==> src/rtl/ife_pkg.sv <==
// Shared types and constants for the instruction-fetch block feeder.
// The block width comes from BLOCK_WORDS; ids are 8 bits wide and wrap naturally.
package ife_pkg;

  localparam int BLOCK_WORDS = 4;

  typedef logic [BLOCK_WORDS*32-1:0] block_data_t;
  typedef logic [7:0]                block_id_t;

  typedef enum logic [1:0] {
    ST_IDLE  = 2'd0,
    ST_FETCH = 2'd1,
    ST_PUSH  = 2'd2,
    ST_DONE  = 2'd3
  } feeder_state_e;

  function automatic logic [31:0] next_word_addr(input logic [31:0] addr);
    return addr + 32'd4;
  endfunction

endpackage

==> src/rtl/ife_block_fifo.sv <==
// Synchronous FIFO holding finished blocks; data appears one cycle after push.
// Pushes while full and pops while empty are dropped; push and pop may share a cycle.
module ife_block_fifo #(
  parameter int DEPTH = 2,
  parameter int WIDTH = 8
) (
  input  logic             clk,
  input  logic             rst,
  input  logic             i_push,
  input  logic [WIDTH-1:0] i_push_dat,
  input  logic             i_pop,
  output logic             o_full,
  output logic             o_empty,
  output logic [WIDTH-1:0] o_pop_dat
);

  localparam int AW = (DEPTH > 1) ? $clog2(DEPTH) : 1;
  localparam int CW = $clog2(DEPTH + 1);

  logic [WIDTH-1:0] r_mem [DEPTH];
  logic [AW-1:0]    r_wr_ptr;
  logic [AW-1:0]    r_rd_ptr;
  logic [CW-1:0]    r_count;
  logic             w_wr;
  logic             w_rd;

  assign o_full    = (r_count == CW'(DEPTH));
  assign o_empty   = (r_count == '0);
  assign w_wr      = i_push && !o_full;
  assign w_rd      = i_pop && !o_empty;
  assign o_pop_dat = r_mem[r_rd_ptr];

  always_ff @(posedge clk or posedge rst) begin
    if (rst) begin
      for (int i = 0; i < DEPTH; i++) begin
        r_mem[i] <= '0;
      end
      r_wr_ptr <= '0;
      r_rd_ptr <= '0;
      r_count  <= '0;
    end else begin
      if (w_wr) begin
        r_mem[r_wr_ptr] <= i_push_dat;
        r_wr_ptr        <= (r_wr_ptr == AW'(DEPTH - 1)) ? '0 : r_wr_ptr + AW'(1);
      end
      if (w_rd) begin
        r_rd_ptr <= (r_rd_ptr == AW'(DEPTH - 1)) ? '0 : r_rd_ptr + AW'(1);
      end
      case ({w_wr, w_rd})
        2'b10:   r_count <= r_count + CW'(1);
        2'b01:   r_count <= r_count - CW'(1);
        default: r_count <= r_count;
      endcase
    end
  end

endmodule

==> src/rtl/ife_block_feeder.sv <==
// Fetches BLOCK_WORDS words per block from imem and queues {id, data} blocks; first block valid 6 cycles after start.
// A full output buffer stalls the FSM in PUSH; the consumer drains it with valid/ready.
module ife_block_feeder #(
  parameter int BLOCK_WORDS = ife_pkg::BLOCK_WORDS,
  parameter int FIFO_DEPTH  = 2
) (
  input  logic                      clk,
  input  logic                      rst,
  input  logic                      start,
  input  logic [31:0]               base_addr,
  input  logic [7:0]                num_blocks,
  output logic                      imem_req,
  output logic [31:0]               imem_addr,
  input  logic [31:0]               imem_rdata,
  input  logic                      imem_ack,
  output logic [7:0]                block_id_out,
  output logic [BLOCK_WORDS*32-1:0] block_data_out,
  output logic                      block_valid_out,
  input  logic                      block_ready_in,
  output logic                      busy,
  output logic                      done
);

  import ife_pkg::*;

  localparam int IW = (BLOCK_WORDS > 1) ? $clog2(BLOCK_WORDS) : 1;
  localparam int DW = BLOCK_WORDS * 32;
  localparam int EW = 8 + DW;

  feeder_state_e r_state;
  logic [31:0]   r_addr;
  logic [IW-1:0] r_idx;
  logic [7:0]    r_remaining;
  block_id_t     r_block_id;
  logic [DW-1:0] r_data;

  logic          w_fifo_full;
  logic          w_fifo_empty;
  logic          w_push;
  logic          w_pop;
  logic [EW-1:0] w_fifo_dout;

  // Fullness is the start-of-cycle view, so a same-cycle pop never frees room for this push.
  assign w_push = (r_state == ST_PUSH) && !w_fifo_full;
  assign w_pop  = !w_fifo_empty && block_ready_in;

  always_ff @(posedge clk or posedge rst) begin
    if (rst) begin
      r_state     <= ST_IDLE;
      r_addr      <= '0;
      r_idx       <= '0;
      r_remaining <= '0;
      r_block_id  <= '0;
      r_data      <= '0;
    end else begin
      case (r_state)
        ST_IDLE: begin
          if (start) begin
            r_addr      <= base_addr;
            r_remaining <= num_blocks;
            r_idx       <= '0;
            r_state     <= (num_blocks == 8'd0) ? ST_DONE : ST_FETCH;
          end
        end
        ST_FETCH: begin
          if (imem_ack) begin
            r_data[r_idx*32 +: 32] <= imem_rdata;
            r_addr                 <= next_word_addr(r_addr);
            if (r_idx == IW'(BLOCK_WORDS - 1)) begin
              r_idx   <= '0;
              r_state <= ST_PUSH;
            end else begin
              r_idx <= r_idx + IW'(1);
            end
          end
        end
        ST_PUSH: begin
          if (!w_fifo_full) begin
            r_block_id  <= r_block_id + 8'd1;
            r_remaining <= r_remaining - 8'd1;
            r_state     <= (r_remaining == 8'd1) ? ST_DONE : ST_FETCH;
          end
        end
        ST_DONE: begin
          if (w_fifo_empty) begin
            r_state <= ST_IDLE;
          end
        end
        default: r_state <= ST_IDLE;
      endcase
    end
  end

  ife_block_fifo #(
    .DEPTH (FIFO_DEPTH),
    .WIDTH (EW)
  ) u_fifo (
    .clk        (clk),
    .rst        (rst),
    .i_push     (w_push),
    .i_push_dat ({r_block_id, r_data}),
    .i_pop      (w_pop),
    .o_full     (w_fifo_full),
    .o_empty    (w_fifo_empty),
    .o_pop_dat  (w_fifo_dout)
  );

  assign imem_req        = (r_state == ST_FETCH);
  assign imem_addr       = r_addr;
  assign busy            = (r_state != ST_IDLE);
  assign done            = (r_state == ST_DONE) && w_fifo_empty;
  assign block_valid_out = !w_fifo_empty;
  assign block_id_out    = w_fifo_dout[EW-1 -: 8];
  assign block_data_out  = w_fifo_dout[DW-1:0];

endmodule

==> config.mk <==
export PLATFORM = sky130hd
export DESIGN_NAME = ife_block_feeder
export DESIGN_NICKNAME = d
export VERILOG_FILES = /design/src/rtl/ife_pkg.sv /design/src/rtl/ife_block_fifo.sv /design/src/rtl/ife_block_feeder.sv
export SDC_FILE = /design/constraint.sdc
export NUM_CORES = 1
export LEC_CHECK = 0
export BUFFER_PORTS_ARGS = -buffer_cell sky130_fd_sc_hd__buf_2
export CAP_MARGIN = 10
export CORE_AREA = 4 4 217 219
export DETAILED_ROUTE_END_ITERATION = 10
export DIE_AREA = 0 0 221 223
export PLACE_DENSITY = 0.63
export SLEW_MARGIN = 25
export SYNTH_ARGS = -nofsm -noshare
export SYNTH_HDL_FRONTEND = slang
export SYNTH_HIERARCHICAL = 1
export SYNTH_SLANG_ARGS = --single-unit
export TNS_END_PERCENT = 1
==> constraint.sdc <==
create_clock -name clk -period 11.8 [get_ports clk]
set_clock_uncertainty 0.2 [all_clocks]
set_input_delay 1.77 -clock clk [delete_from_list [all_inputs] [get_ports clk]]
set_output_delay 1.77 -clock clk [all_outputs]
set_load 0.005 [all_outputs]
Yosys cells after proc, flatten, opt, wreduce, memory -nomap -nowiden. Cells that the tools add are included.

Register bits after elaboration: 456. Bits of input ports: 77.

Reductions and logical operators: 20. Order comparisons: 3. Equality and inequality tests: 13. Bitwise logic cells: 3. Add/subtract/negate cells: 9. Shift operators: 2. Mux-type cells: 28.

Operator list (number): $mux 136 (4); $bwmux 272 (1); $demux 136 s1 (1); $bwmux 128 (1); $shift 32x34->128 const A (1); $shiftx 32x34->128 (1); $mux 32 (2); $pmux 32 s2 (1); $neg 7->34 (1); $add 32x3->32 const B (1); $mux 2 (10); $mux 8 (2); $pmux 8 s2 (1); $eq 2x2->1 const B (5); $add 8x1->8 const B (1); $eq 8x1->1 const B (1); $logic_not 8->1 (1); $pmux 2 s2 (2); $pmux 2 s4 (1); $reduce_bool 2->1 (4); $sub 8x1->8 const B (1); $logic_and 1x1->1 (6); $ne 2x1->1 const B (3); $reduce_and 3->1 (2); 14 further kinds (24).

Depth between registers and ports, before layout. Gate-level depths: netlist (run 1).

Depth in word-level cells: 6. Gate-level depth with buffers: 8. Mapped depth without buffers: 8.

By module. Netlist (run 1), hierarchy kept.

Modules (own cells, without submodules): ife_block_fifo (area each 11940.2 sq um, times used 1, cells an instance 744); ife_block_feeder (area each 8130.3 sq um, times used 1, cells an instance 932).

Worst setup path after synthesis (run 1). No wires, ideal clock.

Path kind: register to output. Start: reg r_state[0]. End: out imem_req. Arrival time: 1.410 ns. Data required time: 9.830 ns. Buffers on the path: 4. Path slack: 8.420 ns. Cell stages (with the launch flop): 7. Cells stage by stage: dfrtp_1 > clkbuf_1 > nand2b_1 > clkbuf_1 > clkinv_1 > buf_2 > buf_1.

Longest elaborated chain between the ends: 1.

Ends and longest elaborated chain: from (decl) (RTL line ife_block_feeder.sv:30) `feeder_state_e r_state;`; from (signal assigned) (RTL line ife_block_feeder.sv:62) `r_state <= (num_blocks == 8'd0) ? ST_DONE : ST_FETCH;`; from (signal assigned) (RTL line ife_block_feeder.sv:81) `r_state <= (r_remaining == 8'd1) ? ST_DONE : ST_FETCH;`; $eq 2x1->1 (RTL line ife_block_feeder.sv:108) `assign imem_req = (r_state == ST_FETCH);`; to (decl) (RTL line ife_block_feeder.sv:12) `output logic imem_req,`.

No other way between the ends.

Worst setup path after layout (run 1).
Start: reg u_fifo.r_rd_ptr. End: out block_data_out[62].

Longest elaborated chain between the ends: 4.

Ends and longest elaborated chain: from (decl) (RTL line ife_block_fifo.sv:22) `logic [AW-1:0] r_rd_ptr;`; from (signal assigned) (RTL line ife_block_fifo.sv:47) `r_rd_ptr <= (r_rd_ptr == AW'(DEPTH - 1)) ? '0 : r_rd_ptr + AW'(1);`; $not 1->2 (not written as such) (RTL line ife_block_fifo.sv:31) `assign o_pop_dat = r_mem[r_rd_ptr];`; $mux 136 (not written as such) (3 in series) (RTL line ife_block_fifo.sv:31); to (decl) (RTL line ife_block_feeder.sv:17) `output logic [BLOCK_WORDS*32-1:0] block_data_out,`.

No other way between the ends. The select of a mux whose other input is x is not followed.

==> results.sh, run 1 <==
export IMPL_cp_max_fo=64
export IMPL_holdPathStages=1
export IMPL_num_vias=13600
export IMPL_clock_sinks=456
export IMPL_ir_drop_uv=218
export IMPL_post_route_drc_count=0
export IMPL_antenna_found_initial=7
export IMPL_firstDrtPassIters=5
export IMPL_fmax_mhz=208
export IMPL_pre_cts_slack_ns=7.57
export IMPL_drive_above_1_share=0.382
export IMPL_final_cells=2537
export IMPL_path_clk_slew_ns=0.06
export IMPL_synthArstFlopShare=1.00
export IMPL_seq_area_frac_synth=0.569
export IMPL_grt_pass1_vias=13900
export IMPL_power_density_mw_per_mm2=227
export IMPL_die_h_um=223
export IMPL_fillCellCount=3983
export IMPL_die_width_um=221
export IMPL_fin_util=0.522
export IMPL_tightest_slew_ns=1.02
export IMPL_cp_end_kind="output pin"
export IMPL_coreArea_mm2=0.0451
export IMPL_p_leak_nw=11.8
export IMPL_yosys_top_cells_count="456 x dfrtp_1, 358 x mux2_2, 310 x nand2_1, 154 x o21ai_0, 55 x clkbuf_1"
export IMPL_synth_avg_cell_area_um2=12.0
export IMPL_synth_edf_count=0
export IMPL_grt_ovfl_total=0
export IMPL_finalHoldViolations=0
export IMPL_grt_max_degree=137
export IMPL_place_inst=2441
export IMPL_cp_start_kind="flip-flop"
export IMPL_row_count=78
export IMPL_ys_seq_elements=456
export IMPL_finalSetupTns_ns=0
export IMPL_clock_path_buffers=3
export IMPL_crit_arrival_ns=2.84
export IMPL_portBuffers=248
export IMPL_synth_largest_area_cell="dfrtp_1"
export IMPL_holdBufCountCts=0
export IMPL_cap_violations=0
export IMPL_setup_viol=0
export IMPL_period_needed_ns=4.81
export IMPL_synth_area_leaders="dfrtp_1 57%, mux2_2 20%, nand2_1 5.8%"
export IMPL_area_growth_pct=17.3
export IMPL_syn_nets=1764
export IMPL_yosysTopAreaCellShare=0.569
export IMPL_drt_vias_per_instance=5.36
export IMPL_insertion_delay_ns=0.59
export IMPL_grt_first_pass_wirelength_um=81700
export IMPL_setup_slack_ns=6.99
export IMPL_wl_um=52300
export IMPL_slew_viol_final=0
export IMPL_die_area_mm2=0.0493
export IMPL_cts_buffers=50
export IMPL_slew_headroom=0.318
export IMPL_ys_flop_type="dfrtp_1"
export IMPL_hp_class="reg -> reg"
export IMPL_place_congestion=0.836
export IMPL_nets=1981
export IMPL_tritoncts="done"
export IMPL_synth_cells=1676
export IMPL_floorplan_initialDensity=0.445
export IMPL_synth_most_common_cell="dfrtp_1"
export IMPL_finalCritPeriodShare=0.408
export IMPL_syn_area_mm2=0.0201
export IMPL_post_cts_buffers=0
export IMPL_wire_per_inst_um=20.6
export IMPL_whs_ns=0.282
export IMPL_cts_resized=0
export IMPL_ff2ff_path_depth=5
export IMPL_grt_use_total=0.208
export IMPL_critPathKind="reg -> out"
export IMPL_h_tree_depth=2
export IMPL_ant_nets=0
export IMPL_synth_warnings=6
export IMPL_rsz0062_at_grt="false"
export IMPL_dp_hpwl_um=34100
export IMPL_cts_root_buffer_cell="clkbuf_16"
export IMPL_io_pins=249
export IMPL_outcome="complete, no violations"
export IMPL_ys_types=58
export IMPL_drt_initial_drc_count=811
export IMPL_worstPathRequired_ns=9.83
## layout make-up
class,count,area (um^2),area share
diodes,3,7.51,0.000319
clock buffers,68,1440,0.0611
clock inverters,25,318,0.0135
inverters,13,68.8,0.00292
multi-input cells,1104,8130,0.345
flip-flops and latches,456,11400,0.485
well taps,600,751,0.0319
repair buffers,268,1430,0.0606
## power breakdown
part / internal [W] / total, W / switching [W]
Sequential: 0.00195 / 0.00231 / 0.000360
Clock: 0.000990 / 0.00164 / 0.000649
Combinational: 0.000632 / 0.00141 / 0.000776
Total: 0.00357 / 0.00536 / 0.00178
## registers in the layout, indices dropped and copies added (netlist names)
| name | cells |
|---|---|
| r_block_id | 8 |
| u_fifo/r_mem | 272 |
| u_fifo/r_wr_ptr | 1 |
| r_data | 128 |
| imem_addr | 32 |
| r_remaining | 8 |
| u_fifo/r_count | 2 |
| u_fifo/r_rd_ptr | 1 |
| r_idx | 2 |
| r_state | 2 |
## worst max-delay path, cell delays in order, from the launching register on
cell     delay (ns)
dfrtp_4        0.83
buf_4          0.84
mux2_2         0.42
buf_2          0.13
## cell families (layout without fill, tap and decap cells)
group	count (synthesis)	count (layout)	share of synthesized area
AND/OR/NAND/NOR	419	419	0.0889
multiplexers	414	414	0.232
other	0	3	0
flip-flops	456	456	0.569
XOR/XNOR	12	12	0.00524
adder cells (fa/ha/maj)	11	11	0.00686
buffers and inverters	116	374	0.0298
AO/OA/AOI/OAI	248	248	0.0686
## through the flow
step | instance area [um^2] | total power, W
2_1_floorplan | 20100 | 0.00320
6_report | 23600 | 0.00536
4_1_cts | 23500 | 0.00541
3_3_place_gp | 21700 | 0.00368
3_5_place_dp | 21800 | 0.00375
5_1_grt | 23500 | 0.00568
## final timing paths
check                                  start                 end  slack (ns)
min in group asynchronous                rst       r_block_id[0]        1.13
max                          u_fifo/r_rd_ptr  block_data_out[62]        6.99
min                        u_fifo/r_mem[137]   u_fifo/r_mem[137]        0.28
max in group asynchronous                rst   u_fifo/r_mem[117]        8.40
min reg2reg                u_fifo/r_mem[137]   u_fifo/r_mem[137]        0.28
max reg2reg                       r_state[0]    u_fifo/r_mem[91]        8.65
## cell usage in the layout, fill, tap and decap left out, types with 4 or more instances in the layout
master / n
a21oi_1: 45
a2bb2oi_1: 7
and3_1: 4
buf_2: 248
buf_4: 17
bufinv_16: 6
clkbuf_1: 7
clkbuf_16: 51
clkbuf_8: 10
clkinv_2: 10
clkinvlp_4: 5
dfrtp_1: 455
ha_1: 11
inv_1: 9
mux2_1: 53
mux2_2: 358
nand2_1: 306
nand2_4: 4
nand2b_1: 8
nand3_1: 11
nand4_1: 13
nor2_1: 30
nor3_1: 7
nor4_1: 6
o21ai_0: 154
o22a_1: 4
o22ai_1: 15
or2_2: 5
or3_1: 5
xnor2_1: 7
xor2_1: 5
## layer usage
layer / part of all wire / wire length [um] / GRT usage
met5: 0.00078 / 41 / 0
met3: 0.060 / 3140 / 0.0418
met2: 0.49 / 25400 / 0.348
met1: 0.42 / 22200 / 0.275
met4: 0.029 / 1520 / 0.0687
No activity file was read; power rests on OpenSTA's default activity.
==> run 2: changes to the inputs <==
- clock period: 11.8 -> 5 ns (I/O delays scaled with it)
==> run 2 against run 1 <==
Wire length down 2.6%. Sequential share of layout area is 0.36 points higher. Combinational power rose by 140%. Register-to-register slack lost 6.5 ns. Core utilization decreased by 0.38 points. Worst hold slack worse by 0.24 ns. Critical path type unchanged.
==> results.sh, run 2 (synthesis results as in run 1) <==
export IMPL_outcome="complete, no violations"
export IMPL_area_growth_pct=16.5
export IMPL_row_count=78
export IMPL_cp_start_kind="flip-flop"
export IMPL_power_density_mw_per_mm2=525
export IMPL_portBuffers=248
export IMPL_p_leak_nw=11.7
export IMPL_critPathKind="reg -> out"
export IMPL_num_vias=13500
export IMPL_die_h_um=223
export IMPL_cp_max_fo=73
export IMPL_grt_pass1_vias=14100
export IMPL_grt_use_total=0.206
export IMPL_post_cts_buffers=0
export IMPL_final_common_cell="dfrtp_1"
export IMPL_slew_viol_final=0
export IMPL_insertion_delay_ns=0.59
export IMPL_firstDrtPassIters=5
export IMPL_finalSetupTns_ns=0
export IMPL_nets=1982
export IMPL_clock_sinks=456
export IMPL_place_congestion=0.821
export IMPL_cap_violations=0
export IMPL_finalCritPeriodShare=0.682
export IMPL_wl_met2_um=25000
export IMPL_ant_nets=0
export IMPL_slew_headroom=0.356
export IMPL_grt_max_degree=137
export IMPL_path_clk_slew_ns=0.06
export IMPL_crit_chain="buf_12, mux2_2, buf_2"
export IMPL_drt_initial_drc_count=886
export IMPL_ff2ff_path_depth=5
export IMPL_largest_reg_flops=272
export IMPL_worstPathRequired_ns=4.05
export IMPL_rr_endpoint="u_fifo/r_mem[193]"
export IMPL_largest_register="u_fifo/r_mem"
export IMPL_crit_arrival_ns=2.46
export IMPL_coreArea_mm2=0.0451
export IMPL_io_pins=249
export IMPL_dp_hpwl_um=33100
export IMPL_wl_met1_um=21500
export IMPL_tritoncts="done"
export IMPL_die_width_um=221
export IMPL_cpMaxStageDelayCell="dfrtp_4"
export IMPL_finalHoldViolations=0
export IMPL_design_area_mm2=0.0234
export IMPL_holdBufCountCts=0
export IMPL_clock_path_buffers=3
export IMPL_die_area_mm2=0.0493
export IMPL_hp_class="in -> async"
export IMPL_final_cell_mix="455 x dfrtp_1, 358 x mux2_2, 306 x nand2_1, 248 x buf_2, 154 x o21ai_0"
export IMPL_cp_end_kind="output pin"
export IMPL_r2r_start="r_state[0]"
export IMPL_grt_ovfl_total=0
export IMPL_ir_drop_uv=631
export IMPL_drt_vias_per_instance=5.33
export IMPL_floorplan_initialDensity=0.445
export IMPL_period_needed_ns=3.41
export IMPL_r2r_slack_ns=2.18
export IMPL_drive_above_1_share=0.378
export IMPL_cts_resized=0
export IMPL_wl_um=50900
export IMPL_placed_cell_area_mm2=0.0218
export IMPL_wl_met3_um=3040
export IMPL_wire_per_inst_um=20.1
export IMPL_rsz0062_at_grt="false"
export IMPL_post_route_drc_count=0
export IMPL_cts_buffers=49
export IMPL_antenna_found_initial=4
export IMPL_setup_viol=0
export IMPL_grt_first_pass_wirelength_um=81700
export IMPL_cts_root_buffer_cell="clkbuf_16"
export IMPL_fmax_mhz=293
export IMPL_tightest_slew_ns=0.966
export IMPL_max_stage_delay_ns=0.76
export IMPL_routed_top_layer="met5"
export IMPL_h_tree_depth=2
==> run 2: cell types whose count changed in the layout (fill, tap and decap cells not counted), moves of 2 or more <==
cell and change:
clkbuf_16 -2, buf_12 +3, clkinv_2 -2, clkbuf_1 +5, bufinv_16 -4
==> run 2: area by class of cell <==
cell class | instances | area, um^2
tap | 600 | 751
timing repair buffer | 270 | 1460
sequential | 456 | 11400
clock inverter | 17 | 173
multi-input combinational | 1104 | 8130
antenna | 2 | 5.00
clock buffer | 70 | 1400
inverter | 13 | 60.1
fill | 4015 | 21700
==> run 2: routing by layer <==
metal / GRT usage / vias to the layer above
met4: 0.0620 / 4
met2: 0.348 / 332
met1: 0.264 / 6807
met3: 0.0497 / 78
met5: 0 / -
li1: - / 6276
==> run 2: metrics by stage <==
step           cells  power, W  hold slack (ns)  setup WS [ns]  utilization
6_report        2532    0.0123           0.0457           1.59        0.519
2_1_floorplan   1676   0.00755            0.252         -0.837            -
4_1_cts         2530    0.0124           0.0297           1.53        0.518
3_5_place_dp    2443   0.00885            0.268           2.18        0.484
3_3_place_gp    2443   0.00869            0.261           2.17        0.483
5_1_grt         2530    0.0131           0.0666           1.51        0.518
==> run 2: worst max path at each step <==
| stage | from | endpoint | slack, ns |
|---|---|---|---|
| 2_1_floorplan | rst | imem_addr[0] | -0.84 |
| 3_3_place_gp | u_fifo/r_rd_ptr | block_data_out[30] | 2.17 |
| 3_5_place_dp | u_fifo/r_rd_ptr | block_data_out[30] | 2.18 |
| 4_1_cts | u_fifo/r_rd_ptr | block_data_out[30] | 1.53 |
| 5_1_grt | u_fifo/r_rd_ptr | block_data_out[32] | 1.51 |
| 6_report | u_fifo/r_rd_ptr | block_data_out[30] | 1.59 |
==> run 2: power breakdown <==
group | internal (W) | total [W] | switching [W] | leakage [nW]
clock network | 0.00205 | 0.00354 | 0.00149 | 0.766
registers | 0.00461 | 0.00540 | 0.000794 | 6.21
logic | 0.00149 | 0.00335 | 0.00186 | 4.69
==> run 2: critical path, delay by kind of cell, from the launching register on <==
family	cells	cell delay [ns]
buffers and inverters	2	0.60
flip-flops	1	0.76
multiplexers	1	0.44
==> run 3: changes to the inputs <==
- clock period: 5 -> 3.35 ns (I/O delays scaled with it)
==> run 3 against run 2 <==
Via count up 1.3%. Total power up 53%. Sequential power up 47%. Worst hold slack worse by 0.014 ns. Sequential cell count unchanged. Global-route usage up 0.25 points. Wire length up 1.3%. Register-to-register slack worse by 1.4 ns. Largest power group unchanged.
==> results.sh, run 3 (synthesis results as in run 1) <==
export IMPL_cap_violations=0
export IMPL_largest_reg_flops=272
export IMPL_holdPathStages=3
export IMPL_cp_end_kind="output pin"
export IMPL_cp_top_family="buffers and inverters"
export IMPL_area_growth_pct=18.5
export IMPL_clock_path_buffers=3
export IMPL_insertion_delay_ns=0.58
export IMPL_finalHoldViolations=0
export IMPL_drive_above_1_share=0.383
export IMPL_grt_use_total=0.208
export IMPL_power_density_mw_per_mm2=789
export IMPL_pre_cts_slack_ns=0.791
export IMPL_grt_first_pass_wirelength_um=82300
export IMPL_portBuffers=248
export IMPL_die_h_um=223
export IMPL_crit_chain="buf_4, nand2b_1, buf_4, clkinv_1, buf_4, buf_2"
export IMPL_setup_viol=0
export IMPL_firstDrtPassIters=5
export IMPL_outcome="complete, no violations"
export IMPL_floorplan_initialDensity=0.445
export IMPL_ant_nets=0
export IMPL_r2r_slack_ns=0.78
export IMPL_crit_arrival_ns=2.28
export IMPL_cts_resized=0
export IMPL_finalSetupTns_ns=0
export IMPL_final_common_cell="dfrtp_1"
export IMPL_cp_max_fo=62
export IMPL_worstPathRequired_ns=2.65
export IMPL_nets=2006
export IMPL_hp_class="in -> reg"
export IMPL_grt_ovfl_total=0
export IMPL_r2r_start="u_fifo/r_count[0]"
export IMPL_path_clk_slew_ns=0.06
export IMPL_p_leak_nw=11.8
export IMPL_drt_vias_per_instance=5.34
export IMPL_cp_num_buf_inv=5
export IMPL_power_total_w=0.0188
export IMPL_wire_per_inst_um=20.2
export IMPL_num_vias=13700
export IMPL_design_area_mm2=0.0238
export IMPL_setup_slack_ns=0.366
export IMPL_grt_max_degree=97
export IMPL_tritoncts="done"
export IMPL_dp_hpwl_um=34100
export IMPL_place_congestion=0.803
export IMPL_ir_drop_uv=439
export IMPL_row_count=78
export IMPL_h_tree_depth=2
export IMPL_cp_start_kind="flip-flop"
export IMPL_hold_end="r_data[22]"
export IMPL_whs_ns=0.0322
export IMPL_period_needed_ns=2.98
export IMPL_cpMostUsedCell="buf_4"
export IMPL_hold_start="imem_rdata[22]"
export IMPL_cts_root_buffer_cell="clkbuf_16"
export IMPL_final_cell_mix="455 x dfrtp_1, 358 x mux2_2, 306 x nand2_1, 248 x buf_2, 154 x o21ai_0"
export IMPL_antenna_found_initial=3
export IMPL_cpMaxStageDelayCell="buf_4"
export IMPL_clock_sinks=456
export IMPL_wl_um=51600
export IMPL_die_width_um=221
export IMPL_largest_register="u_fifo/r_mem"
export IMPL_post_route_drc_count=0
export IMPL_io_pins=249
export IMPL_critPathKind="reg -> out"
export IMPL_coreArea_mm2=0.0451
export IMPL_finalCritPeriodShare=0.891
export IMPL_placed_cell_area_mm2=0.0220
export IMPL_fmax_mhz=335
export IMPL_drt_initial_drc_count=655
export IMPL_cts_buffers=49
export IMPL_slew_viol_final=0
export IMPL_ff2ff_path_depth=8
export IMPL_grt_pass1_vias=14200
export IMPL_max_stage_delay_ns=0.49
export IMPL_slew_headroom=0.548
export IMPL_tightest_slew_ns=0.677
export IMPL_rsz0062_at_grt="false"
export IMPL_post_cts_buffers=0
export IMPL_die_area_mm2=0.0493
export IMPL_rr_endpoint="u_fifo/r_mem[189]"
[run 3: changes by cell type in the layout (fill, tap and decap cells not counted), sizes merged]
cell,change
buf,+15
bufinv,+3
clkinv,-3
clkbuf,+1
inv,-1
clkinvlp,+1
diode,+1
dlygate4sd3,+9
[run 3: power by group]
group / leakage (nW) / total [W] / switching, W / internal (W)
logic: 4.81 / 0.00525 / 0.00293 / 0.00231
clock network: 0.816 / 0.00556 / 0.00220 / 0.00336
registers: 6.21 / 0.00795 / 0.00108 / 0.00688
[run 3: layout make-up]
class	count	area, um^2
inverter	13	56.3
tap	600	751
timing repair buffer	294	1770
sequential	456	11400
clock inverter	17	229
antenna	3	7.51
clock buffer	71	1440
fill	3930	21300
multi-input combinational	1104	8110
[run 3: per-layer routing]
layer | vias to the layer above | track usage | routed length, um | share of wire
met5 | - | 0 | 0 | 0
met4 | 0 | 0.0640 | 1570 | 0.030
met3 | 85 | 0.0578 | 3310 | 0.064
met2 | 340 | 0.353 | 25500 | 0.49
met1 | 6921 | 0.261 | 21200 | 0.41
li1 | 6325 | - | - | -
[run 3: worst reg2reg max path, stage by stage, from the launching register on]
cell and delay [ns]:
dfrtp_1 0.40, nand2b_4 0.16, inv_2 0.06, nor3b_1 0.19, buf_4 0.19, nor3b_4 0.17
buf_4 0.28, buf_12 0.32, mux2_2 0.47
[run 3: timing repair]
item / 4_1_cts / 5_1_grt
hold endpoints to repair: 32 / 0
setup endpoints to repair: 0 / 0
hold buffers: 9 / 0
[run 3: stage by stage]
step / util / cells
after floorplan: - / 1676
after global placement: 0.488 / 2458
after detailed placement: 0.488 / 2458
after CTS: 0.527 / 2555
after global routing: 0.527 / 2556
final: 0.527 / 2558
[run 3: worst max-delay path by stage]
stage,start,endpoint,slack [ns],depth (start not counted)
after floorplan,rst,u_fifo/r_count[0],-1.00,1
after global placement,u_fifo/r_count[0],u_fifo/r_mem[211],0.79,8
after detailed placement,u_fifo/r_count[0],u_fifo/r_mem[183],0.79,8
after CTS,r_state[1],imem_req,0.37,6
after global routing,r_state[1],imem_req,0.25,6
final,r_state[1],imem_req,0.37,6
